**config.mk**
```make
export PLATFORM = sky130hd
export DESIGN_NAME = alien_spawn_ctrl
export DESIGN_NICKNAME = d
export VERILOG_FILES = /design/src/rtl/alien_spawn_ctrl.sv
export SDC_FILE = /design/constraint.sdc
export NUM_CORES = 1
export LEC_CHECK = 0
export BUFFER_PORTS_ARGS = -buffer_cell sky130_fd_sc_hd__buf_2
export CAP_MARGIN = 30
export CORE_MARGIN = 5
export CORE_UTILIZATION = 60
export DETAILED_ROUTE_END_ITERATION = 10
export HOLD_SLACK_MARGIN = 0.03
export MAX_ROUTING_LAYER = met4
export PLACE_DENSITY = 0.93
export SYNTH_ARGS = -nofsm -noshare
export SYNTH_HDL_FRONTEND = slang
export SYNTH_SLANG_ARGS = --single-unit
```
**constraint.sdc**
```tcl
create_clock -name clk -period 9.48 [get_ports clk]
set_input_delay 1.422 -clock clk [delete_from_list [all_inputs] [get_ports clk]]
set_output_delay 1.422 -clock clk [all_outputs]
set_load 0.01 [all_outputs]
```
**src/rtl/alien_spawn_ctrl.sv**
```systemverilog
// alien_spawn_ctrl: level sequencer for a fixed pool of alien slots.
// It paces spawns by video frames, tracks which slots hold a live alien,
// counts remaining aliens and reports level completion.
// Optional build macro ALIEN_PLAYER_FREEZE_EN adds a post-player-death freeze
// period (FREEZE state) before spawning resumes. Without it, spawning resumes
// directly after a player death and FREEZE_FRAMES is unused.
module alien_spawn_ctrl #(
  parameter int NUM_SLOTS          = 4,
  parameter int SPAWN_DELAY_FRAMES = 120,
  parameter int TOTAL_ALIENS       = 8,
  parameter int FREEZE_FRAMES      = 90
) (
  input  logic                 clk,
  input  logic                 resetN,
  input  logic                 startOfFrame,
  input  logic                 start_level,
  input  logic [NUM_SLOTS-1:0] alien_died,
  input  logic                 player_died,
  output logic [NUM_SLOTS-1:0] slot_alive,
  output logic [NUM_SLOTS-1:0] spawn_pulse,
  output logic [7:0]           aliens_left,
  output logic                 level_clear
);

  localparam int CNT_W = $clog2(SPAWN_DELAY_FRAMES + 1);
  localparam int SPN_W = $clog2(TOTAL_ALIENS + 1);
  localparam int POP_W = $clog2(NUM_SLOTS + 1);

  localparam logic [CNT_W-1:0] DELAY_C     = CNT_W'(SPAWN_DELAY_FRAMES);
  localparam logic [SPN_W-1:0] TOTAL_C     = SPN_W'(TOTAL_ALIENS);
  localparam logic [7:0]       LEFT_INIT_C = 8'(TOTAL_ALIENS);

`ifdef ALIEN_PLAYER_FREEZE_EN
  localparam int FRZ_W = $clog2(FREEZE_FRAMES + 1);
  localparam logic [FRZ_W-1:0] FREEZE_C = FRZ_W'(FREEZE_FRAMES);
`endif

  typedef enum logic [2:0] {
    ST_IDLE,
    ST_WAIT,
    ST_SPAWN,
    ST_FREEZE,
    ST_DONE
  } state_t;

  // Isolate the lowest set bit: picks the lowest-index free slot.
  function automatic logic [NUM_SLOTS-1:0] lowest_set(input logic [NUM_SLOTS-1:0] v);
    return v & (~v + NUM_SLOTS'(1));
  endfunction

  // Number of set bits in a slot mask.
  function automatic logic [POP_W-1:0] popcount(input logic [NUM_SLOTS-1:0] v);
    logic [POP_W-1:0] cnt;
    cnt = '0;
    for (int i = 0; i < NUM_SLOTS; i++) begin
      cnt = cnt + POP_W'(v[i]);
    end
    return cnt;
  endfunction

  // Frame counter step that holds at the spawn delay instead of wrapping.
  function automatic logic [CNT_W-1:0] sat_frame_inc(input logic [CNT_W-1:0] c,
                                                     input logic            tick);
    if (tick && (c != DELAY_C)) begin
      return c + CNT_W'(1);
    end
    return c;
  endfunction

  state_t               state_q,   state_d;
  logic [CNT_W-1:0]     cnt_q,     cnt_d;
  logic [SPN_W-1:0]     spawned_q, spawned_d;
  logic [7:0]           left_q,    left_d;
  logic [NUM_SLOTS-1:0] alive_q,   alive_d;
  logic [NUM_SLOTS-1:0] pulse_q,   pulse_d;
  logic                 clear_q,   clear_d;
`ifdef ALIEN_PLAYER_FREEZE_EN
  logic [FRZ_W-1:0]     frz_q,     frz_d;
`endif

  logic [NUM_SLOTS-1:0] kill_mask;
  logic [NUM_SLOTS-1:0] live_after;
  logic [NUM_SLOTS-1:0] free_mask;
  logic [NUM_SLOTS-1:0] pick_mask;
  logic [CNT_W-1:0]     cnt_inc;
  logic                 spawn_ok;

  // Next-state and next-output computation for the whole sequencer.
  always_comb begin
    state_d   = state_q;
    cnt_d     = cnt_q;
    spawned_d = spawned_q;
    left_d    = left_q;
    alive_d   = alive_q;
    pulse_d   = '0;
    clear_d   = 1'b0;
`ifdef ALIEN_PLAYER_FREEZE_EN
    frz_d     = frz_q;
`endif

    // Deaths only count against slots that were alive at cycle start; the
    // free mask also uses cycle-start occupancy, so a slot vacated this cycle
    // becomes eligible for spawning one cycle later.
    kill_mask  = alien_died & alive_q;
    live_after = alive_q & ~kill_mask;
    free_mask  = ~alive_q;
    pick_mask  = lowest_set(free_mask);
    cnt_inc    = sat_frame_inc(cnt_q, startOfFrame);
    spawn_ok   = (cnt_inc == DELAY_C) && (spawned_q < TOTAL_C) && (|free_mask);

    if (start_level) begin
      state_d   = ST_WAIT;
      cnt_d     = '0;
      spawned_d = '0;
      left_d    = LEFT_INIT_C;
      alive_d   = '0;
`ifdef ALIEN_PLAYER_FREEZE_EN
      frz_d     = '0;
`endif
    end else begin
      case (state_q)
        ST_IDLE: begin
          state_d = ST_IDLE;
        end

        ST_DONE: begin
          clear_d = 1'b1;
        end

        ST_WAIT, ST_SPAWN: begin
          alive_d = live_after;
          left_d  = left_q - 8'(popcount(kill_mask));

          if (state_q == ST_SPAWN) begin
            // The pulse issued this cycle commits the slot as alive.
            alive_d   = live_after | pulse_q;
            spawned_d = spawned_q + SPN_W'(1);
            cnt_d     = '0;
            state_d   = ST_WAIT;
          end else begin
            cnt_d = cnt_inc;
            if (spawn_ok) begin
              state_d = ST_SPAWN;
              pulse_d = pick_mask;
            end
          end

          // Player death: aliens still on screen return to the spawn pool,
          // kills from this same cycle have already been accounted above.
          if (player_died) begin
            alive_d   = '0;
            pulse_d   = '0;
            cnt_d     = '0;
            spawned_d = spawned_q - SPN_W'(popcount(live_after));
`ifdef ALIEN_PLAYER_FREEZE_EN
            state_d   = ST_FREEZE;
            frz_d     = '0;
`else
            state_d   = ST_WAIT;
`endif
          end

          if (left_d == 8'd0) begin
            state_d = ST_DONE;
            pulse_d = '0;
            alive_d = '0;
            clear_d = 1'b1;
          end
        end

`ifdef ALIEN_PLAYER_FREEZE_EN
        ST_FREEZE: begin
          if (startOfFrame) begin
            if (frz_q + FRZ_W'(1) == FREEZE_C) begin
              frz_d   = '0;
              cnt_d   = '0;
              state_d = ST_WAIT;
            end else begin
              frz_d = frz_q + FRZ_W'(1);
            end
          end
        end
`endif

        default: begin
          state_d = ST_IDLE;
        end
      endcase
    end
  end

  // State and registered outputs; reset clears everything including a pulse in flight.
  always_ff @(posedge clk or negedge resetN) begin
    if (!resetN) begin
      state_q   <= ST_IDLE;
      cnt_q     <= '0;
      spawned_q <= '0;
      left_q    <= '0;
      alive_q   <= '0;
      pulse_q   <= '0;
      clear_q   <= 1'b0;
`ifdef ALIEN_PLAYER_FREEZE_EN
      frz_q     <= '0;
`endif
    end else begin
      state_q   <= state_d;
      cnt_q     <= cnt_d;
      spawned_q <= spawned_d;
      left_q    <= left_d;
      alive_q   <= alive_d;
      pulse_q   <= pulse_d;
      clear_q   <= clear_d;
`ifdef ALIEN_PLAYER_FREEZE_EN
      frz_q     <= frz_d;
`endif
    end
  end

  assign slot_alive  = alive_q;
  assign spawn_pulse = pulse_q;
  assign aliens_left = left_q;
  assign level_clear = clear_q;

endmodule

```
==> metrics <==
Port Buf Inserts=25; largest vdd supply drop=0.0692 mV; critical path capture point type=flip-flop; Main synth FF type=sky130_fd_sc_hd__dfrtp_1; final wirelength=4580 um; Die W=~70 um; layout cells sized above 1=0.194; total die area=4930 um2; H-tree levels=2; antenna violations before repair=0; leakage power=1.14 nW; TritonCTS Buffers=5; FF-to-FF Start=slot_alive[1]; setup_tns=0 ns; effective utilization at floorplan=0.637; crit share post-route=0.530; routed length per instance=15.6 um; final critical delay including setup and external delays=around 5.0 ns; cells on worst reg2reg path=15; minimum setup slack among reg-to-reg paths=5.14 ns; count of standard-cell rows=21; Peak Freq=199 MHz; YS warnings=0; Clk pin slew, worst setup/hold paths=0.11 ns; worst flop-to-flop path endpoint=slot_alive[3]; post-detailed-route via-to-cell ratio=5.98; cell type with the largest total area after synthesis=sky130_fd_sc_hd__dfrtp_1; post-synth top area share=0.357; I/O Pins=26; clock latency at the later pin of the worst-skew pair=roughly 0.35 ns; post-synthesis cell area=approximately 2200 um2; run status=complete, no violations; share of synthesized area occupied by flip-flops and latches=0.357; clock tree root driver cell=sky130_fd_sc_hd__clkbuf_4; total global routing track utilization=0.212; Min-Delay Path Class=flip-flop to flip-flop; Max transition margin=0.539; Synth-to-Final Area Change=9.84%; GRT overflow=0; Post-Syn Area per Cell=between 9 and 10 um2; count of hold-fix buffers inserted at cts=0; number of antenna repair diodes=0; arrival time at the worst endpoint=5.27 ns; Finished Layout Cells=between 200 and 300; drt first-iter violations=119; Worst setup endpoint=slot_alive[3]; number of global-route vias before repair=1,724; DRT Pass-1 Iters=5; DP Cell Count=286; CP Max Fanout=8; Mapped Nets=251; Sequential cell area=just under 800 um2; half-perimeter wire length after detailed placement=3390 um; DRC violations left=0; area taken by multi-input logic gates=1280 um2; first-pass GRT wire length=8090 um; pwr dens=106 nW/um2; EDFF count, synth=0; via count=1,759; number of gates given a new drive strength after cts=0; register bit count reported by yosys=31; count of unique library cells instantiated by Yosys=51; Fin Hold WS=0.540 ns; final-report setup violation count=0; transition time at the pin with the least slew margin=0.691 ns; Post-DRT Antenna Nets=0; Post-Synthesis Cells=approximately 220; die extent in y=around 70 um; Clock Sinks=31; Critical Setup Path Class=input pin to flip-flop; largest net degree at the start of global routing=32; Async S/R FF share, synth=1.00; critical path launch point=alien_died[2]; filler instances=about 280; count of nets after finishing=around 280; Post CTS Setup Buffer Count=0; Clock Skews=0.0148 ns; required time at the worst-slack endpoint=about 9.7 ns; RSZ-0062 raised after global routing=false; maximum clock insertion buffer count=2; final hold vios=0; max cap viols=0; synth top area cells=sky130_fd_sc_hd__dfrtp_1 (36%), sky130_fd_sc_hd__fa_1 (9.2%), sky130_fd_sc_hd__ha_1 (5.2%), sky130_fd_sc_hd__nor2_1 (4.0%), sky130_fd_sc_hd__o31ai_1 (3.8%); TritonCTS clock tree=done; core region area=3420 um2; Final Wtd Congestion=0.887; max-slew violations=0; CP startpoint kind=input pin
## power by group
part / internal (mW) / switching (mW) / total, mW
Sequential: 0.134 / 0.00248 / 0.137
Combinational: 0.00838 / 0.0158 / 0.0242
Clock: 0.0436 / 0.0492 / 0.0928
## final cells by class
class,count,area share
multi-input combinational,163,0.537
sequential,31,0.325
timing repair buffer,25,0.0524
inverter,21,0.0330
clock buffer,8,0.0288
tap,46,0.0241
## flip-flops by register name, indices dropped and copies added (netlist names)
name / cells
spawn_pulse: 4
level_clear: 1
cnt_q: 7
aliens_left: 8
spawned_q: 4
slot_alive: 4
state_q: 3
## through the flow
step | util | total power, mW | setup slack (ns) | instance area [um2]
3_3_place_gp | 0.679 | 0.163 | 4.20 | 2320
3_5_place_dp | 0.679 | 0.164 | 4.08 | 2320
6_report | 0.699 | 0.254 | 4.45 | 2390
4_1_cts | 0.699 | 0.255 | 4.45 | 2390
2_1_floorplan | - | 0.155 | 4.45 | 2170
5_1_grt | 0.699 | 0.266 | 4.27 | 2390
## cells by family after synthesis
family	share of synthesized area
AND/OR/NAND/NOR	0.222
AO/OA/AOI/OAI	0.159
flip-flops	0.357
buffers and inverters	0.0535
adder cells (fa/ha/maj)	0.144
XOR/XNOR	0.0322
multiplexers	0.0334
## cell usage after synthesis, drive strengths merged, types with 2 or more instances
library cell / instances
a21oi: 9
a22o: 5
and2: 4
buf: 4
clkbuf: 4
dfrtp: 31
fa: 10
ha: 9
inv: 21
mux2: 2
mux2i: 5
nand2: 10
nand2b: 2
nand3: 5
nand3b: 4
nand4: 4
nand4b: 2
nor2: 24
nor2b: 5
nor3: 4
nor3b: 3
nor4: 5
o21ai: 13
o31ai: 11
or2: 3
xnor2: 2
xor2: 6
## worst min path at each step
stage,to,slack [ns],cells after the start,startpoint
floorplan,spawned_q[1],0.47,2,spawned_q[1]
global placement,slot_alive[2],0.49,1,spawn_pulse[2]
detailed placement,slot_alive[2],0.51,1,spawn_pulse[2]
CTS,slot_alive[2],0.53,1,spawn_pulse[2]
global route,slot_alive[2],0.56,1,spawn_pulse[2]
finish,slot_alive[0],0.54,1,spawn_pulse[0]
## per-layer routing
| layer | wire (um) | part of all wire | vias to the layer above | track usage |
|---|---|---|---|---|
| li1 | - | - | 832 | - |
| met1 | 1990 | 0.43 | 857 | 0.278 |
| met2 | 2250 | 0.49 | 60 | 0.318 |
| met3 | 251 | 0.055 | 10 | 0.0473 |
| met4 | 88 | 0.019 | 0 | 0.0894 |
| met5 | 0 | 0 | - | - |
## critical path, cell delays in order
cell	delay (ns)
sky130_fd_sc_hd__buf_2	0.12
sky130_fd_sc_hd__and2_1	0.15
sky130_fd_sc_hd__fa_1	0.53
sky130_fd_sc_hd__inv_1	0.05
sky130_fd_sc_hd__fa_1	0.50
sky130_fd_sc_hd__inv_1	0.05
sky130_fd_sc_hd__fa_1	0.48
sky130_fd_sc_hd__inv_1	0.10
sky130_fd_sc_hd__ha_1	0.17
sky130_fd_sc_hd__nor2_1	0.06
sky130_fd_sc_hd__fa_1	0.44
sky130_fd_sc_hd__xnor2_1	0.19
sky130_fd_sc_hd__a311o_1	0.37
sky130_fd_sc_hd__a21oi_4	0.27
sky130_fd_sc_hd__nor4_2	0.11
sky130_fd_sc_hd__a22o_1	0.26
## placed cells by master (no fill, tap or decap), types with 2 or more instances in the layout
cell,synthesis,routed
sky130_fd_sc_hd__dfrtp_1,31,31
sky130_fd_sc_hd__buf_2,3,25
sky130_fd_sc_hd__nor2_1,23,23
sky130_fd_sc_hd__inv_1,21,21
sky130_fd_sc_hd__o31ai_1,11,11
sky130_fd_sc_hd__nand2_1,10,10
sky130_fd_sc_hd__o21ai_0,10,10
sky130_fd_sc_hd__fa_1,10,10
sky130_fd_sc_hd__ha_1,9,9
sky130_fd_sc_hd__a21oi_1,8,8
sky130_fd_sc_hd__xor2_1,6,6
sky130_fd_sc_hd__nor2b_1,5,5
sky130_fd_sc_hd__nand3_1,5,5
sky130_fd_sc_hd__mux2i_1,5,5
sky130_fd_sc_hd__a22o_1,5,5
sky130_fd_sc_hd__clkbuf_4,0,5
sky130_fd_sc_hd__and2_1,4,4
sky130_fd_sc_hd__nand3b_1,4,4
sky130_fd_sc_hd__nor3_1,4,4
sky130_fd_sc_hd__nor4_2,4,4
sky130_fd_sc_hd__nand4_1,3,3
sky130_fd_sc_hd__o21ai_1,3,3
sky130_fd_sc_hd__nor3b_2,2,2
sky130_fd_sc_hd__nand4b_1,2,2
sky130_fd_sc_hd__nand2b_1,2,2
sky130_fd_sc_hd__xnor2_1,2,2
sky130_fd_sc_hd__or2_2,2,2
sky130_fd_sc_hd__mux2_2,2,2
sky130_fd_sc_hd__clkbuf_8,0,2
Power figures use the tool's default switching activity.
